==> config.mk <==
export PLATFORM = sky130hd
export DESIGN_NAME = multicycle_control_flat
export DESIGN_NICKNAME = d
export VERILOG_FILES = /design/src/rtl/multicycle_control_pkg.sv /design/src/rtl/multicycle_control_if.sv /design/src/rtl/multicycle_control_alu_decoder.sv /design/src/rtl/multicycle_control.sv /design/src/flat_wrapper.sv
export SDC_FILE = /design/constraint.sdc
export NUM_CORES = 1
export LEC_CHECK = 0
export CAP_MARGIN = 20
export CORE_MARGIN = 2
export CORE_UTILIZATION = 30
export CTS_BUF_LIST = sky130_fd_sc_hd__clkbuf_4 sky130_fd_sc_hd__clkbuf_8 sky130_fd_sc_hd__clkbuf_16
export DETAILED_ROUTE_END_ITERATION = 10
export GPL_ROUTABILITY_DRIVEN = 0
export PLACE_DENSITY = 0.66
export SYNTH_ARGS = -nofsm -noshare
export SYNTH_HDL_FRONTEND = slang
export SYNTH_SLANG_ARGS = --single-unit
==> constraint.sdc <==
create_clock -name clk -period 2.2 [get_ports clk]
set_input_delay 0.44 -clock clk [delete_from_list [all_inputs] [get_ports clk]]
set_output_delay 0.44 -clock clk [all_outputs]
set_load 0.1 [all_outputs]
==> src/rtl/multicycle_control_pkg.sv <==
// Shared types and encodings for the multi-cycle RV32I control unit.
// Holds the FSM state enum, ALU control codes, ALU decoder operation class,
// the RV32I opcode constants, the imm_type / source-select encodings, the
// registered-output bundle, and a helper that picks the immediate format
// from the opcode.
package control_pkg;

  typedef enum logic [3:0] {
    S_START, S_FETCH, S_DECODE, S_MEM_ADR, S_MEM_RD, S_MEM_WB, S_MEM_WR,
    S_EXEC_R, S_EXEC_I, S_EXEC_U, S_ALU_WB, S_BRANCH, S_JALR, S_JAL, S_TRAP
  } state_e;

  // Codes 0..3 are kept identical to the single-cycle decoder.
  typedef enum logic [3:0] {
    ALU_ADD  = 4'd0, ALU_SUB  = 4'd1, ALU_AND = 4'd2, ALU_OR  = 4'd3,
    ALU_XOR  = 4'd4, ALU_SLT  = 4'd5, ALU_SLTU = 4'd6, ALU_SLL = 4'd7,
    ALU_SRL  = 4'd8, ALU_SRA  = 4'd9
  } alu_ctrl_e;

  // Operation class handed to the ALU decoder.
  typedef enum logic [1:0] {
    ALUOP_ADD, ALUOP_SUB, ALUOP_R, ALUOP_I
  } alu_op_e;

  localparam logic [6:0] OP_LOAD   = 7'b0000011;
  localparam logic [6:0] OP_STORE  = 7'b0100011;
  localparam logic [6:0] OP_R      = 7'b0110011;
  localparam logic [6:0] OP_IMM    = 7'b0010011;
  localparam logic [6:0] OP_LUI    = 7'b0110111;
  localparam logic [6:0] OP_AUIPC  = 7'b0010111;
  localparam logic [6:0] OP_BRANCH = 7'b1100011;
  localparam logic [6:0] OP_JAL    = 7'b1101111;
  localparam logic [6:0] OP_JALR   = 7'b1100111;

  localparam logic [6:0] F7_BASE = 7'b0000000;
  localparam logic [6:0] F7_ALT  = 7'b0100000;

  localparam logic [2:0] IMM_I = 3'b000;
  localparam logic [2:0] IMM_S = 3'b001;
  localparam logic [2:0] IMM_B = 3'b010;
  localparam logic [2:0] IMM_U = 3'b011;
  localparam logic [2:0] IMM_J = 3'b100;

  localparam logic [1:0] SRCA_PC    = 2'b00;
  localparam logic [1:0] SRCA_OLDPC = 2'b01;
  localparam logic [1:0] SRCA_RS1   = 2'b10;
  localparam logic [1:0] SRCA_ZERO  = 2'b11;

  localparam logic [1:0] SRCB_RS2  = 2'b00;
  localparam logic [1:0] SRCB_IMM  = 2'b01;
  localparam logic [1:0] SRCB_FOUR = 2'b10;

  localparam logic [1:0] RES_ALUOUT = 2'b00;
  localparam logic [1:0] RES_MEM    = 2'b01;
  localparam logic [1:0] RES_ALU    = 2'b10;

  // Outputs that depend only on the state are registered as one bundle.
  typedef struct packed {
    logic       mem_req;
    logic       mem_write;
    logic       adr_source;
    logic       reg_write;
    logic       pc_write;
    logic [1:0] alu_src_a;
    logic [1:0] alu_src_b;
    logic [1:0] result_source;
    alu_ctrl_e  alu_ctrl;
  } ctrl_out_t;

  function automatic logic [2:0] imm_fmt(input logic [6:0] op);
    case (op)
      OP_STORE:         return IMM_S;
      OP_BRANCH:        return IMM_B;
      OP_LUI, OP_AUIPC: return IMM_U;
      OP_JAL:           return IMM_J;
      default:          return IMM_I;
    endcase
  endfunction

endpackage

==> src/rtl/multicycle_control_if.sv <==
// Control bundle between the multi-cycle control unit and its datapath/memory.
// master: the control unit (reads IR fields, flags, mem_ready; drives enables,
//         selects, alu_control and trap flags).
// slave:  the datapath/memory side.
interface multicycle_control_if #(parameter int ALU_CTRL_W = 4);
  logic [6:0]            op_code;
  logic [2:0]            func3;
  logic [6:0]            func7;
  logic                  zero, lt, ltu;
  logic                  mem_ready;
  logic                  pc_write, ir_write, reg_write;
  logic                  adr_source, mem_req, mem_write;
  logic [2:0]            imm_type;
  logic [1:0]            alu_src_a, alu_src_b, result_source;
  logic [ALU_CTRL_W-1:0] alu_control;
  logic                  illegal_instr, bus_error;

  modport master (
    input  op_code, func3, func7, zero, lt, ltu, mem_ready,
    output pc_write, ir_write, reg_write, adr_source, mem_req, mem_write,
           imm_type, alu_src_a, alu_src_b, result_source, alu_control,
           illegal_instr, bus_error
  );

  modport slave (
    output op_code, func3, func7, zero, lt, ltu, mem_ready,
    input  pc_write, ir_write, reg_write, adr_source, mem_req, mem_write,
           imm_type, alu_src_a, alu_src_b, result_source, alu_control,
           illegal_instr, bus_error
  );
endinterface

==> src/rtl/multicycle_control_alu_decoder.sv <==
// Combinational ALU decoder.
// Inputs:  alu_op (ADD / SUB / R-type / OP-IMM class), func3, func7.
// Outputs: alu_ctrl (ALU operation code), illegal (func7 not legal for the
//          R-type or OP-IMM encoding).
module alu_decoder
  import control_pkg::*;
(
  input  alu_op_e     alu_op,
  input  logic [2:0]  func3,
  input  logic [6:0]  func7,
  output alu_ctrl_e   alu_ctrl,
  output logic        illegal
);
  logic f7_base, f7_alt;
  assign f7_base = (func7 == F7_BASE);
  assign f7_alt  = (func7 == F7_ALT);

  always_comb begin
    alu_ctrl = ALU_ADD;
    illegal  = 1'b0;
    case (alu_op)
      ALUOP_ADD: alu_ctrl = ALU_ADD;
      ALUOP_SUB: alu_ctrl = ALU_SUB;
      default: begin
        // R-type and OP-IMM share the func3 map; only R-type turns ADD into SUB
        // (for OP-IMM func7 is immediate bits except on shifts).
        case (func3)
          3'b000:  alu_ctrl = (alu_op == ALUOP_R && f7_alt) ? ALU_SUB : ALU_ADD;
          3'b001:  alu_ctrl = ALU_SLL;
          3'b010:  alu_ctrl = ALU_SLT;
          3'b011:  alu_ctrl = ALU_SLTU;
          3'b100:  alu_ctrl = ALU_XOR;
          3'b101:  alu_ctrl = f7_alt ? ALU_SRA : ALU_SRL;
          3'b110:  alu_ctrl = ALU_OR;
          default: alu_ctrl = ALU_AND;
        endcase
        if (alu_op == ALUOP_R)
          illegal = !(f7_base || (f7_alt && (func3 == 3'b000 || func3 == 3'b101)));
        else
          illegal = (func3 == 3'b001 && !f7_base) ||
                    (func3 == 3'b101 && !(f7_base || f7_alt));
      end
    endcase
  end
endmodule

==> src/rtl/multicycle_control.sv <==
// Multi-cycle RV32I control unit (Moore FSM sharing one ALU and one memory port).
// Ports: clk, rst (async, active-high); bus (master modport) carrying the IR
// fields, comparator flags, mem_ready handshake, register enables, address /
// ALU / result selects, alu_control and the sticky illegal_instr / bus_error.
// State-only outputs are registered from the next state, so they are 0 in
// reset and drop asynchronously with rst. ir_write / pc_write qualified by
// mem_ready or the branch condition, and imm_type (a decode of the IR), are
// combinational from the current state.
module multicycle_control
  import control_pkg::*;
#(
  parameter int TIMEOUT_CYCLES = 15,
  parameter int ALU_CTRL_W     = 4
) (
  input  logic                 clk,
  input  logic                 rst,
  multicycle_control_if.master bus
);
  localparam int CNT_W = $clog2(TIMEOUT_CYCLES + 1);
  localparam logic [CNT_W-1:0] CNT_LAST = CNT_W'(TIMEOUT_CYCLES - 1);

  state_e           state_q, state_d;
  ctrl_out_t        out_q, out_d;
  logic [CNT_W-1:0] cnt_q, cnt_d;
  logic             illegal_q, illegal_d;
  logic             bus_err_q, bus_err_d;

  alu_op_e   dec_op;
  alu_ctrl_e dec_ctrl;
  logic      dec_illegal;
  logic      mem_done, timed_out, taken, uses_imm;

  always_comb begin
    case (bus.op_code)
      OP_R:      dec_op = ALUOP_R;
      OP_IMM:    dec_op = ALUOP_I;
      OP_BRANCH: dec_op = ALUOP_SUB;
      default:   dec_op = ALUOP_ADD;
    endcase
  end

  alu_decoder u_alu_dec (
    .alu_op   (dec_op),
    .func3    (bus.func3),
    .func7    (bus.func7),
    .alu_ctrl (dec_ctrl),
    .illegal  (dec_illegal)
  );

  // mem_ready only counts while a request is outstanding; on the last allowed
  // wait cycle a ready still wins over the timeout.
  assign mem_done  = out_q.mem_req & bus.mem_ready;
  assign timed_out = out_q.mem_req & ~bus.mem_ready & (cnt_q == CNT_LAST);

  always_comb begin
    case (bus.func3)
      3'b000:  taken = bus.zero;
      3'b001:  taken = ~bus.zero;
      3'b100:  taken = bus.lt;
      3'b101:  taken = ~bus.lt;
      3'b110:  taken = bus.ltu;
      3'b111:  taken = ~bus.ltu;
      default: taken = 1'b0;
    endcase
  end

  // Next state and sticky flags.
  always_comb begin
    state_d   = state_q;
    illegal_d = illegal_q;
    bus_err_d = bus_err_q;
    case (state_q)
      S_START: state_d = S_FETCH;
      S_FETCH, S_MEM_RD, S_MEM_WR: begin
        if (mem_done) begin
          case (state_q)
            S_FETCH:  state_d = S_DECODE;
            S_MEM_RD: state_d = S_MEM_WB;
            default:  state_d = S_FETCH;
          endcase
        end else if (timed_out) begin
          state_d   = S_TRAP;
          bus_err_d = 1'b1;
        end
      end
      S_DECODE: begin
        case (bus.op_code)
          OP_LOAD, OP_STORE: state_d = S_MEM_ADR;
          OP_R:              state_d = S_EXEC_R;
          OP_IMM:            state_d = S_EXEC_I;
          OP_LUI, OP_AUIPC:  state_d = S_EXEC_U;
          OP_BRANCH:         state_d = S_BRANCH;
          OP_JAL:            state_d = S_JAL;
          OP_JALR:           state_d = S_JALR;
          default:           state_d = S_TRAP;
        endcase
        if (((bus.op_code == OP_R || bus.op_code == OP_IMM) && dec_illegal) ||
            (bus.op_code == OP_BRANCH && bus.func3[2:1] == 2'b01))
          state_d = S_TRAP;
        if (state_d == S_TRAP)
          illegal_d = 1'b1;
      end
      S_MEM_ADR: state_d = (bus.op_code == OP_LOAD) ? S_MEM_RD : S_MEM_WR;
      S_MEM_WB, S_ALU_WB, S_BRANCH: state_d = S_FETCH;
      S_EXEC_R, S_EXEC_I, S_EXEC_U, S_JAL: state_d = S_ALU_WB;
      S_JALR:  state_d = S_JAL;
      default: state_d = S_TRAP;
    endcase
  end

  // Wait counter restarts on any state change and on mem_ready.
  always_comb begin
    cnt_d = cnt_q;
    if (state_d != state_q || bus.mem_ready)
      cnt_d = '0;
    else if (out_q.mem_req)
      cnt_d = cnt_q + 1'b1;
  end

  // Registered outputs for the state being entered. IR-dependent fields are
  // only used for states entered from DECODE or later, where the IR is valid.
  always_comb begin
    out_d          = '0;
    out_d.alu_ctrl = ALU_ADD;
    case (state_d)
      S_FETCH: begin
        out_d.mem_req       = 1'b1;
        out_d.alu_src_a     = SRCA_PC;
        out_d.alu_src_b     = SRCB_FOUR;
        out_d.result_source = RES_ALU;
      end
      S_DECODE: begin
        out_d.alu_src_a = SRCA_OLDPC;
        out_d.alu_src_b = SRCB_IMM;
      end
      S_MEM_ADR, S_JALR: begin
        out_d.alu_src_a = SRCA_RS1;
        out_d.alu_src_b = SRCB_IMM;
      end
      S_MEM_RD: begin
        out_d.mem_req    = 1'b1;
        out_d.adr_source = 1'b1;
      end
      S_MEM_WB: begin
        out_d.reg_write     = 1'b1;
        out_d.result_source = RES_MEM;
      end
      S_MEM_WR: begin
        out_d.mem_req    = 1'b1;
        out_d.mem_write  = 1'b1;
        out_d.adr_source = 1'b1;
      end
      S_EXEC_R: begin
        out_d.alu_src_a = SRCA_RS1;
        out_d.alu_src_b = SRCB_RS2;
        out_d.alu_ctrl  = dec_ctrl;
      end
      S_EXEC_I: begin
        out_d.alu_src_a = SRCA_RS1;
        out_d.alu_src_b = SRCB_IMM;
        out_d.alu_ctrl  = dec_ctrl;
      end
      S_EXEC_U: begin
        out_d.alu_src_a = (bus.op_code == OP_LUI) ? SRCA_ZERO : SRCA_OLDPC;
        out_d.alu_src_b = SRCB_IMM;
      end
      S_ALU_WB: begin
        out_d.reg_write     = 1'b1;
        out_d.result_source = RES_ALUOUT;
      end
      S_BRANCH: begin
        out_d.alu_src_a = SRCA_RS1;
        out_d.alu_src_b = SRCB_RS2;
        out_d.alu_ctrl  = ALU_SUB;
      end
      S_JAL: begin
        out_d.pc_write  = 1'b1;
        out_d.alu_src_a = SRCA_OLDPC;
        out_d.alu_src_b = SRCB_FOUR;
      end
      default: ;
    endcase
  end

  always_ff @(posedge clk or posedge rst) begin
    if (rst) begin
      state_q   <= S_START;
      out_q     <= '0;
      cnt_q     <= '0;
      illegal_q <= 1'b0;
      bus_err_q <= 1'b0;
    end else begin
      state_q   <= state_d;
      out_q     <= out_d;
      cnt_q     <= cnt_d;
      illegal_q <= illegal_d;
      bus_err_q <= bus_err_d;
    end
  end

  assign uses_imm = (state_q == S_DECODE) || (state_q == S_MEM_ADR) ||
                    (state_q == S_EXEC_I) || (state_q == S_EXEC_U)  ||
                    (state_q == S_JALR);

  assign bus.pc_write      = out_q.pc_write | ((state_q == S_FETCH) & mem_done) |
                             ((state_q == S_BRANCH) & taken);
  assign bus.ir_write      = (state_q == S_FETCH) & mem_done;
  assign bus.reg_write     = out_q.reg_write;
  assign bus.adr_source    = out_q.adr_source;
  assign bus.mem_req       = out_q.mem_req;
  assign bus.mem_write     = out_q.mem_write;
  assign bus.imm_type      = uses_imm ? imm_fmt(bus.op_code) : IMM_I;
  assign bus.alu_src_a     = out_q.alu_src_a;
  assign bus.alu_src_b     = out_q.alu_src_b;
  assign bus.result_source = out_q.result_source;
  assign bus.alu_control   = ALU_CTRL_W'(out_q.alu_ctrl);
  assign bus.illegal_instr = illegal_q;
  assign bus.bus_error     = bus_err_q;
endmodule

==> src/flat_wrapper.sv <==
// flat-port wrapper written by rule: the top's interface ports become plain ports
module multicycle_control_flat import control_pkg::*;
#(
  parameter int TIMEOUT_CYCLES = 15,
  parameter int ALU_CTRL_W     = 4
)
  (clk, rst, bus_op_code, bus_func3, bus_func7, bus_zero, bus_lt, bus_ltu, bus_mem_ready, bus_pc_write, bus_ir_write, bus_reg_write, bus_adr_source, bus_mem_req, bus_mem_write, bus_imm_type, bus_alu_src_a, bus_alu_src_b, bus_result_source, bus_alu_control, bus_illegal_instr, bus_bus_error);
  multicycle_control_if #(.ALU_CTRL_W(ALU_CTRL_W)) bus_i ();
  input  logic clk;
  input  logic rst;
  input wire logic [$bits(bus_i.op_code)-1:0] bus_op_code;
  input wire logic [$bits(bus_i.func3)-1:0] bus_func3;
  input wire logic [$bits(bus_i.func7)-1:0] bus_func7;
  input wire logic [$bits(bus_i.zero)-1:0] bus_zero;
  input wire logic [$bits(bus_i.lt)-1:0] bus_lt;
  input wire logic [$bits(bus_i.ltu)-1:0] bus_ltu;
  input wire logic [$bits(bus_i.mem_ready)-1:0] bus_mem_ready;
  output wire logic [$bits(bus_i.pc_write)-1:0] bus_pc_write;
  output wire logic [$bits(bus_i.ir_write)-1:0] bus_ir_write;
  output wire logic [$bits(bus_i.reg_write)-1:0] bus_reg_write;
  output wire logic [$bits(bus_i.adr_source)-1:0] bus_adr_source;
  output wire logic [$bits(bus_i.mem_req)-1:0] bus_mem_req;
  output wire logic [$bits(bus_i.mem_write)-1:0] bus_mem_write;
  output wire logic [$bits(bus_i.imm_type)-1:0] bus_imm_type;
  output wire logic [$bits(bus_i.alu_src_a)-1:0] bus_alu_src_a;
  output wire logic [$bits(bus_i.alu_src_b)-1:0] bus_alu_src_b;
  output wire logic [$bits(bus_i.result_source)-1:0] bus_result_source;
  output wire logic [$bits(bus_i.alu_control)-1:0] bus_alu_control;
  output wire logic [$bits(bus_i.illegal_instr)-1:0] bus_illegal_instr;
  output wire logic [$bits(bus_i.bus_error)-1:0] bus_bus_error;
  assign bus_i.op_code = bus_op_code;
  assign bus_i.func3 = bus_func3;
  assign bus_i.func7 = bus_func7;
  assign bus_i.zero = bus_zero;
  assign bus_i.lt = bus_lt;
  assign bus_i.ltu = bus_ltu;
  assign bus_i.mem_ready = bus_mem_ready;
  assign bus_pc_write = bus_i.pc_write;
  assign bus_ir_write = bus_i.ir_write;
  assign bus_reg_write = bus_i.reg_write;
  assign bus_adr_source = bus_i.adr_source;
  assign bus_mem_req = bus_i.mem_req;
  assign bus_mem_write = bus_i.mem_write;
  assign bus_imm_type = bus_i.imm_type;
  assign bus_alu_src_a = bus_i.alu_src_a;
  assign bus_alu_src_b = bus_i.alu_src_b;
  assign bus_result_source = bus_i.result_source;
  assign bus_alu_control = bus_i.alu_control;
  assign bus_illegal_instr = bus_i.illegal_instr;
  assign bus_bus_error = bus_i.bus_error;
  multicycle_control #(.TIMEOUT_CYCLES(TIMEOUT_CYCLES), .ALU_CTRL_W(ALU_CTRL_W)) u_core (.clk(clk), .rst(rst), .bus(bus_i));
endmodule
==> flow_summary.ini, run 1 <==
[status]
status = complete, but fails checks
violations = negative setup slack

[drt]
drt-wirelength-per-cell_um = 15.9
finalWirelength_um = 6750
drc = 0
routed.top_layer = met4
routed-via-count = 2230
drtAntennaViolNets = 0
drtPass1Iterations = 4
vias_per_cell = 5.26
drtIter0Drc = 127
route.met3.wl_um = 281
wl_met2_um = 3350
drt-met1-wl_um = 3060

[cells_and_area]
layout.nets = 370
drive_gt1_frac = 0.573
antenna_cells = 0
syn_to_final_growth_pct = 70.9
postLayoutCellArea_mm2 = 0.00350
fillers = 625

[yosys]
synth_common_cells = dfrtp_1, nand2_1, nor2_1
synth_top_area_cell = dfrtp_1
yosysSeqAreaShare = 0.305
syn-cell-area_mm2 = 0.00205
synth_flop_cell = dfrtp_1
yosys_register_bits = 25
synthAdderAreaFrac = 0.0122
yosysMostFrequentCell = dfrtp_1
synth_top_family_by_area = simple AND/OR/NAND/NOR gates
synth_top_area_share = 0.305
synth_compound_area_frac = 0.243
synthTopCellsByArea = dfrtp_1, nand2_1, buf_4, nor2_1, a21oi_1
syn-num-nets = 265
yosys.area_share.xor_xnor = 0.0257
async_flop_share = 1.00
synth_edf_count = 0
avgSynthCellArea_um2 = 8.53
synth_warnings = 0
synthMuxAreaShare = 0.0153
synth_cells = 240
synth-simple-area-share = 0.304
ys_types = 73

[worst_setup_path]
worstPathArrival_ps = 2440
critPathKind = flop to flop
r2r_start = u_core.state_q[0]
endpoint_kind = flop
path_max_fanout = 5
required_ps = 2360
startpoint = u_core.state_q[0]
cp-start-kind = flop

[clocking]
cts_max_level = 1
postCtsHoldBufs = 0
clk_latency_ps = 270
numCtsBuffers = 3
clock-root-buffer = clkbuf_8
cts.path.max_buffers = 2
cts_tree = built
clk_pin_slew_ps = 90
clock_sinks = 25

[grt]
grt_usage = 0.181
grt_pass1_vias = 2235
overflow = 0
antenna_found_initial = 0
grt_pass1_wl_um = 10900
grt_max_degree = 19

[sta]
finalMaxSlewViolations = 0
min_period_over_period = 1.04
rsz0062_at_grt = true
slew-limit-headroom = 0.522
max_freq_mhz = 438
worst_slew_pin_slew_ps = 716
finalHoldViolations = 0
worst_clock_skew_ps = 6.88
fin_crit_ps = 2280
fin_ws_ps = -82.3
setup_viol_count_final = 13
hold_ws_ps = 496
setup_tns_ps = -604

[flow_run]
max_cap_violations = 0

[placement]
placed_area_mm2 = 0.00308
dp_hpwl_um = 4730
port_buffers = 43
dp_worst_setup_slack_ps = -578

[power_and_ir_drop]
ir_drop_mv = 0.509
combPwrFrac = 0.804
p_leak_nw = 1.52
pwr-share-seq = 0.139
switchingPower_mw = 2.55
clkPwrFrac = 0.057
switching_share = 0.519
powerDensity_mw_per_mm2 = 1400
intPower_mw = 2.36

[floorplan]
io_pins = 44
die_y_um = 86.6
core_mm2 = 0.00668
dieArea_mm2 = 0.00750
row_count = 30
start_util = 0.307
die_w_um = 86.6

[worst_hold_path]
hold_path_class = flop to flop
min_from = u_core.bus.bus_error
## repair_timing
action / 4_1_cts / 5_1_grt
pin swaps: 25 / 16
buffers inserted: 13 / 3
setup endpoints to repair: 24 / 24
resized for setup: 75 / 35
## power groups by stage
stage                     registers (mW)  logic (mW)  clock network, mW
after floorplan                    0.868        1.99                  0
after global placement             0.681        3.00                  0
after detailed placement           0.677        3.05                  0
after CTS                          0.672        3.56              0.291
after global routing               0.696        4.18              0.311
final                              0.682        3.95              0.278
## registers in the layout, summed over array words and instances, names as in the netlist
signal                    count
u_core.bus.adr_source         1
u_core.bus.alu_control        4
u_core.bus.alu_src_a          2
u_core.bus.alu_src_b          2
u_core.bus.bus_error          1
u_core.bus.illegal_instr      1
u_core.bus.mem_req            1
u_core.bus.mem_write          1
u_core.bus.reg_write          1
u_core.bus.result_source      2
u_core.cnt_q                  4
u_core.out_q                  1
u_core.state_q                4
## cell usage in the layout, fill, tap and decap left out, types with 3 or more instances in the layout
cell type,n
nor3b_2,3
nor2_2,3
buf_4,83
inv_1,9
a211oi_1,3
buf_6,15
nand2b_1,3
clkdlybuf4s15_2,3
clkbuf_8,3
nor2b_1,5
clkbuf_2,3
nor2_1,9
a21oi_2,3
and3_1,4
clkdlybuf4s15_1,3
o21ai_0,5
nor3_2,6
nand2_2,3
buf_12,5
buf_2,3
xor2_1,3
and3_4,4
dfrtp_1,23
and2_4,4
xnor2_1,3
dlygate4sd2_1,4
nor3_1,4
clkdlybuf4s50_1,5
o21ai_2,3
nand2_1,19
a21oi_1,6
## worst paths after layout
path | end | slack (ps) | cells past startpoint
hold reg to reg | u_core.bus.bus_error | 500 | 2
setup reg to reg | u_core.bus.mem_req | -80 | 7
hold / removal | u_core.bus.bus_error | 500 | 2
min in group asynchronous | u_core.bus.result_source[0] | 580 | 2
setup / recovery | u_core.bus.mem_req | -80 | 7
max in group asynchronous | u_core.bus.alu_src_b[0] | 1050 | 3
## worst max-delay path, cell delays in order (launching register included)
cell and delay (ps):
dfrtp_1 420, or4b_4 560, a2111oi_4 280, nand4bb_1 170, and3_4 220, and2_4 180
and3_4 160, o21a_1 170
## metrics by stage
step	power, mW	instances	utilization
finish	4.91	424	0.524
global route	5.19	424	0.524
CTS	4.52	421	0.503
detailed placement	3.72	405	0.461
global placement	3.68	405	0.461
floorplan	2.86	240	-
## layer usage
metal,vias up,GRT usage
met5,-,0
met4,0,0.0398
met3,7,0.0362
met2,64,0.308
met1,1075,0.237
li1,1084,-
## cell type report
type                            count  area, µm²  share of cell area
Sequential cell                    25        631               0.180
Clock buffer                        3       41.3              0.0118
Timing Repair Buffer              124       1070               0.306
Inverter                           13       55.1              0.0157
Clock inverter                      1       7.51             0.00214
Multi-Input combinational cell    178       1600               0.456
Tap cell                           80        100              0.0286
## logic make-up after synthesis
kind of cell | Yosys count
DFF | 25
buffers and inverters | 37
xor gates and xnor gates | 6
muxes | 3
adders and majority gates | 2
AOI/OAI and AO/OA | 62
and+or+nand+nor | 105
Power figures use the tool's default switching activity.
==> inputs of run 2 (changes only) <==
RECOVER_POWER = 100   (was not set)
==> flow_summary.ini, run 2 (synthesis gave the netlist of run 1 again) <==
[power_and_ir_drop]
switching_share = 0.525
p_leak_nw = 1.50
pwr-share-seq = 0.140
powerDensity_mw_per_mm2 = 1400
switchingPower_mw = 2.54
clkPwrFrac = 0.057
combPwrFrac = 0.803
intPower_mw = 2.30
finalPower_mw = 4.84
ir_drop_mv = 0.514

[floorplan]
dieArea_mm2 = 0.00750
die_w_um = 86.6
core_mm2 = 0.00668
die_y_um = 86.6
row_count = 30
start_util = 0.307
io_pins = 44

[sta]
worst_clock_skew_ps = 8.10
min_period_over_period = 1.04
slew-limit-headroom = 0.530
fin_crit_ps = 2280
hold_ws_ps = 490
worst_slew_pin_slew_ps = 704
rsz0062_at_grt = true
setup_tns_ps = -611
setup_viol_count_final = 13
finalMaxSlewViolations = 0
finalHoldViolations = 0
max_freq_mhz = 438
fin_ws_ps = -83.7

[worst_setup_path]
endpoint_kind = flop
critPathKind = flop to flop
cp-start-kind = flop
worstPathArrival_ps = 2440
path_max_fanout = 5
required_ps = 2360

[cells_and_area]
postLayoutCellArea_mm2 = 0.00345
fin_cells = 424
layout.nets = 370
antenna_cells = 0
layout_common_cells = buf_4, dfrtp_1, nand2_1, clkbuf_2, buf_6
drive_gt1_frac = 0.567
post-route-util = 0.517
final_common_cell = buf_4
fillers = 631
syn_to_final_growth_pct = 68.6

[placement]
dp_hpwl_um = 4730
dp_worst_setup_slack_ps = -578
placed_area_mm2 = 0.00308
port_buffers = 43
dp.cells = 405

[clocking]
postCtsHoldBufs = 0
cts_tree = built
clk_latency_ps = 270
clock_sinks = 25
clk_pin_slew_ps = 90
clock-root-buffer = clkbuf_8
cts_max_level = 1
numCtsBuffers = 3
cts.path.max_buffers = 2

[grt]
grt_max_degree = 19
grt_pass1_wl_um = 10900
grt_usage = 0.181
grt_pass1_vias = 2235
antenna_found_initial = 0
overflow = 0

[drt]
drc = 0
drt-wirelength-per-cell_um = 15.9
routed-via-count = 2229
wl_met2_um = 3360
drtPass1Iterations = 4
vias_per_cell = 5.26
finalWirelength_um = 6740
drtIter0Drc = 131
drtAntennaViolNets = 0
drt-met1-wl_um = 3030
route.met3.wl_um = 288
routed.top_layer = met4

[status]
violations = negative setup slack
status = complete, but fails checks

[worst_hold_path]
hold_path_class = flop to flop

[flow_run]
max_cap_violations = 0
==> run 2: changes by cell type in the layout (fill, tap and decap cells not counted), sizes merged <==
| cell | change |
|---|---|
| buf | -19 |
| clkbuf | +19 |
| clkdlybuf4s50 | -1 |
| dlygate4sd3 | +1 |
==> run 2: worst paths after layout <==
path / startpoint / end / slack, ps / cells after the start
setup / recovery: u_core.state_q[0] / u_core.bus.mem_req / -80 / 7
min in group asynchronous: rst / u_core.bus.result_source[0] / 710 / 2
hold reg to reg: u_core.bus.illegal_instr / u_core.bus.illegal_instr / 490 / 1
setup reg to reg: u_core.state_q[0] / u_core.bus.mem_req / -80 / 7
max in group asynchronous: rst / u_core.bus.alu_src_b[0] / 780 / 3
hold / removal: u_core.bus.illegal_instr / u_core.bus.illegal_instr / 490 / 1
==> run 2: power by group through the flow <==
stage	sequential [mW]	combinational, mW	clock (mW)
after detailed placement	0.677	3.05	0
final	0.678	3.89	0.278
after floorplan	0.868	1.99	0
after global routing	0.693	4.12	0.311
after CTS	0.672	3.56	0.291
after global placement	0.681	3.00	0
==> run 2: worst max-delay path, stage by stage (launching register included) <==
cell and delay [ps]:
dfrtp_1 420, or4b_4 560, a2111oi_4 280, nand4bb_1 170, and3_4 220, and2_4 180, and3_4 160, o21a_1 170
==> run 2: layer usage <==
metal	vias up	track usage
li1	1083	-
met2	64	0.308
met1	1075	0.237
met3	7	0.0362
met5	-	0
met4	0	0.0398
==> run 2: timing repair <==
action | in CTS | in global routing
pin swaps | 25 | 16
cloned | 0 | 0
buffers inserted | 13 | 3
resized for setup | 75 | 35
setup endpoints to repair | 24 | 24
==> run 2: cell type report <==
cell class	instances	area (µm²)	share of cell area
multi-input cells	178	1600	0.462
repair buffers	124	1020	0.296
flip-flops and latches	25	631	0.183
well taps	80	100	0.0290
inverters	13	55.1	0.0159
clock buffers	3	41.3	0.0120
clock inverters	1	7.51	0.00217
==> inputs of run 3 (changes only) <==
PLACE_DENSITY = 0.53   (was 0.66)
==> flow_summary.ini, run 3 (synthesis gave the netlist of run 1 again) <==
[grt]
grt_usage = 0.171
antenna_found_initial = 0
grt_pass1_wl_um = 10400
overflow = 0
grt_pass1_vias = 2199
grt_max_degree = 26

[cells_and_area]
drive_gt1_frac = 0.576
layout.nets = 389
fillers = 608
syn_to_final_growth_pct = 78.9
post-route-util = 0.549
layout_common_cells = buf_4, dfrtp_1, nand2_1
final_common_cell = buf_4
antenna_cells = 0

[drt]
drtIter0Drc = 69
drc = 0
drtAntennaViolNets = 0
drtPass1Iterations = 4
routed-via-count = 2261
drt-wirelength-per-cell_um = 14.9
finalWirelength_um = 6580
vias_per_cell = 5.10

[worst_setup_path]
cp_top_family = flip-flops
worstPathArrival_ps = 1870
critPathSlowestCell = dfrtp_4
required_ps = 1760
crit_buf_inv = 4
path_max_fanout = 4
path_cells = and2_4, buf_6, buf_6, nand3_4, clkinvlp_4, a311o_2, buf_12
critPathKind = flop to output port
max_stage_delay_ps = 520
cp-start-kind = flop
cp_common_cell = buf_6
endpoint_kind = output port

[power_and_ir_drop]
combPwrFrac = 0.811
powerDensity_mw_per_mm2 = 1380
intPower_mw = 2.47
finalPower_mw = 5.04
switching_share = 0.510
switchingPower_mw = 2.57
clkPwrFrac = 0.057
pwr-share-seq = 0.132
p_leak_nw = 1.61
ir_drop_mv = 0.584

[sta]
fin_ws_ps = -112
finalMaxSlewViolations = 0
min_period_over_period = 1.05
setup_viol_count_final = 7
rsz0062_at_grt = true
setup_tns_ps = -267
finalHoldViolations = 0
hold_ws_ps = 488
worst_clock_skew_ps = 4.69
worst_slew_pin_slew_ps = 1350
slew-limit-headroom = 0.103
fin_crit_ps = 2310
max_freq_mhz = 433

[flow_run]
max_cap_violations = 0

[clocking]
numCtsBuffers = 3
clock-root-buffer = clkbuf_8
clk_pin_slew_ps = 90
clk_latency_ps = 280
cts_max_level = 1
cts.path.max_buffers = 2
cts_tree = built
clock_sinks = 25
postCtsHoldBufs = 0

[status]
status = complete, but fails checks
violations = negative setup slack

[placement]
dp_hpwl_um = 4650
port_buffers = 43
dp_worst_setup_slack_ps = -628

[floorplan]
die_w_um = 86.6
io_pins = 44
core_mm2 = 0.00668
row_count = 30
start_util = 0.307
dieArea_mm2 = 0.00750
die_y_um = 86.6

[worst_hold_path]
hold_path_class = flop to flop
-- run 3: layout make-up --
| class | instances | area [µm²] | share of cell area |
|---|---|---|---|
| clock buffer | 3 | 41.3 | 0.0113 |
| clock inverter | 1 | 7.51 | 0.00205 |
| inverter | 13 | 55.1 | 0.0150 |
| multi-input combinational | 179 | 1640 | 0.449 |
| sequential | 25 | 629 | 0.172 |
| tap | 80 | 100 | 0.0273 |
| timing repair buffer | 142 | 1190 | 0.324 |
-- run 3: timing repair --
item,4_1_cts,5_1_grt
buffers inserted,8,19
pin swaps,39,25
cloned,1,1
endpoints found under the setup margin,27,25
resized for setup,72,29
-- run 3: power groups by stage --
stage / combinational (mW) / clock (mW) / sequential (mW)
detailed placement: 3.14 / 0 / 0.665
floorplan: 1.99 / 0 / 0.868
global route: 4.33 / 0.318 / 0.679
global placement: 3.14 / 0 / 0.668
finish: 4.09 / 0.285 / 0.665
CTS: 3.62 / 0.295 / 0.662
-- run 3: per-stage QoR --
step,instances,instance area [µm²]
after floorplan,240,2220
after global placement,413,3150
after detailed placement,413,3150
after CTS,424,3440
after global routing,443,3660
final,443,3660
-- run 3: final timing paths --
path / cells past startpoint / from / to / slack (ps)
setup reg to reg: 10 / u_core.cnt_q[0] / u_core.bus.alu_control[1] / -30
max in group asynchronous: 3 / rst / u_core.bus.mem_req / 200
hold / removal: 2 / u_core.bus.bus_error / u_core.bus.bus_error / 490
setup / recovery: 7 / u_core.bus.mem_req / bus_pc_write / -110
min in group asynchronous: 3 / rst / u_core.bus.reg_write / 1050
hold reg to reg: 2 / u_core.bus.bus_error / u_core.bus.bus_error / 490
-- run 3: layer usage --
layer / GRT usage / wire length, µm / vias to the layer above
met5: 0 / 0 / -
met4: 0.0185 / 31 / 0
li1: - / - / 1123
met2: 0.280 / 3170 / 49
met3: 0.0305 / 271 / 6
met1: 0.244 / 3110 / 1083
-- run 3: tightest hold or removal path: cells and delay by family (launching register included) --
| family | cells | cell delay (ps) |
|---|---|---|
| DFF | 1 | 360 |
| AOI/OAI and AO/OA | 1 | 50 |
| buffers and inverters | 1 | 40 |
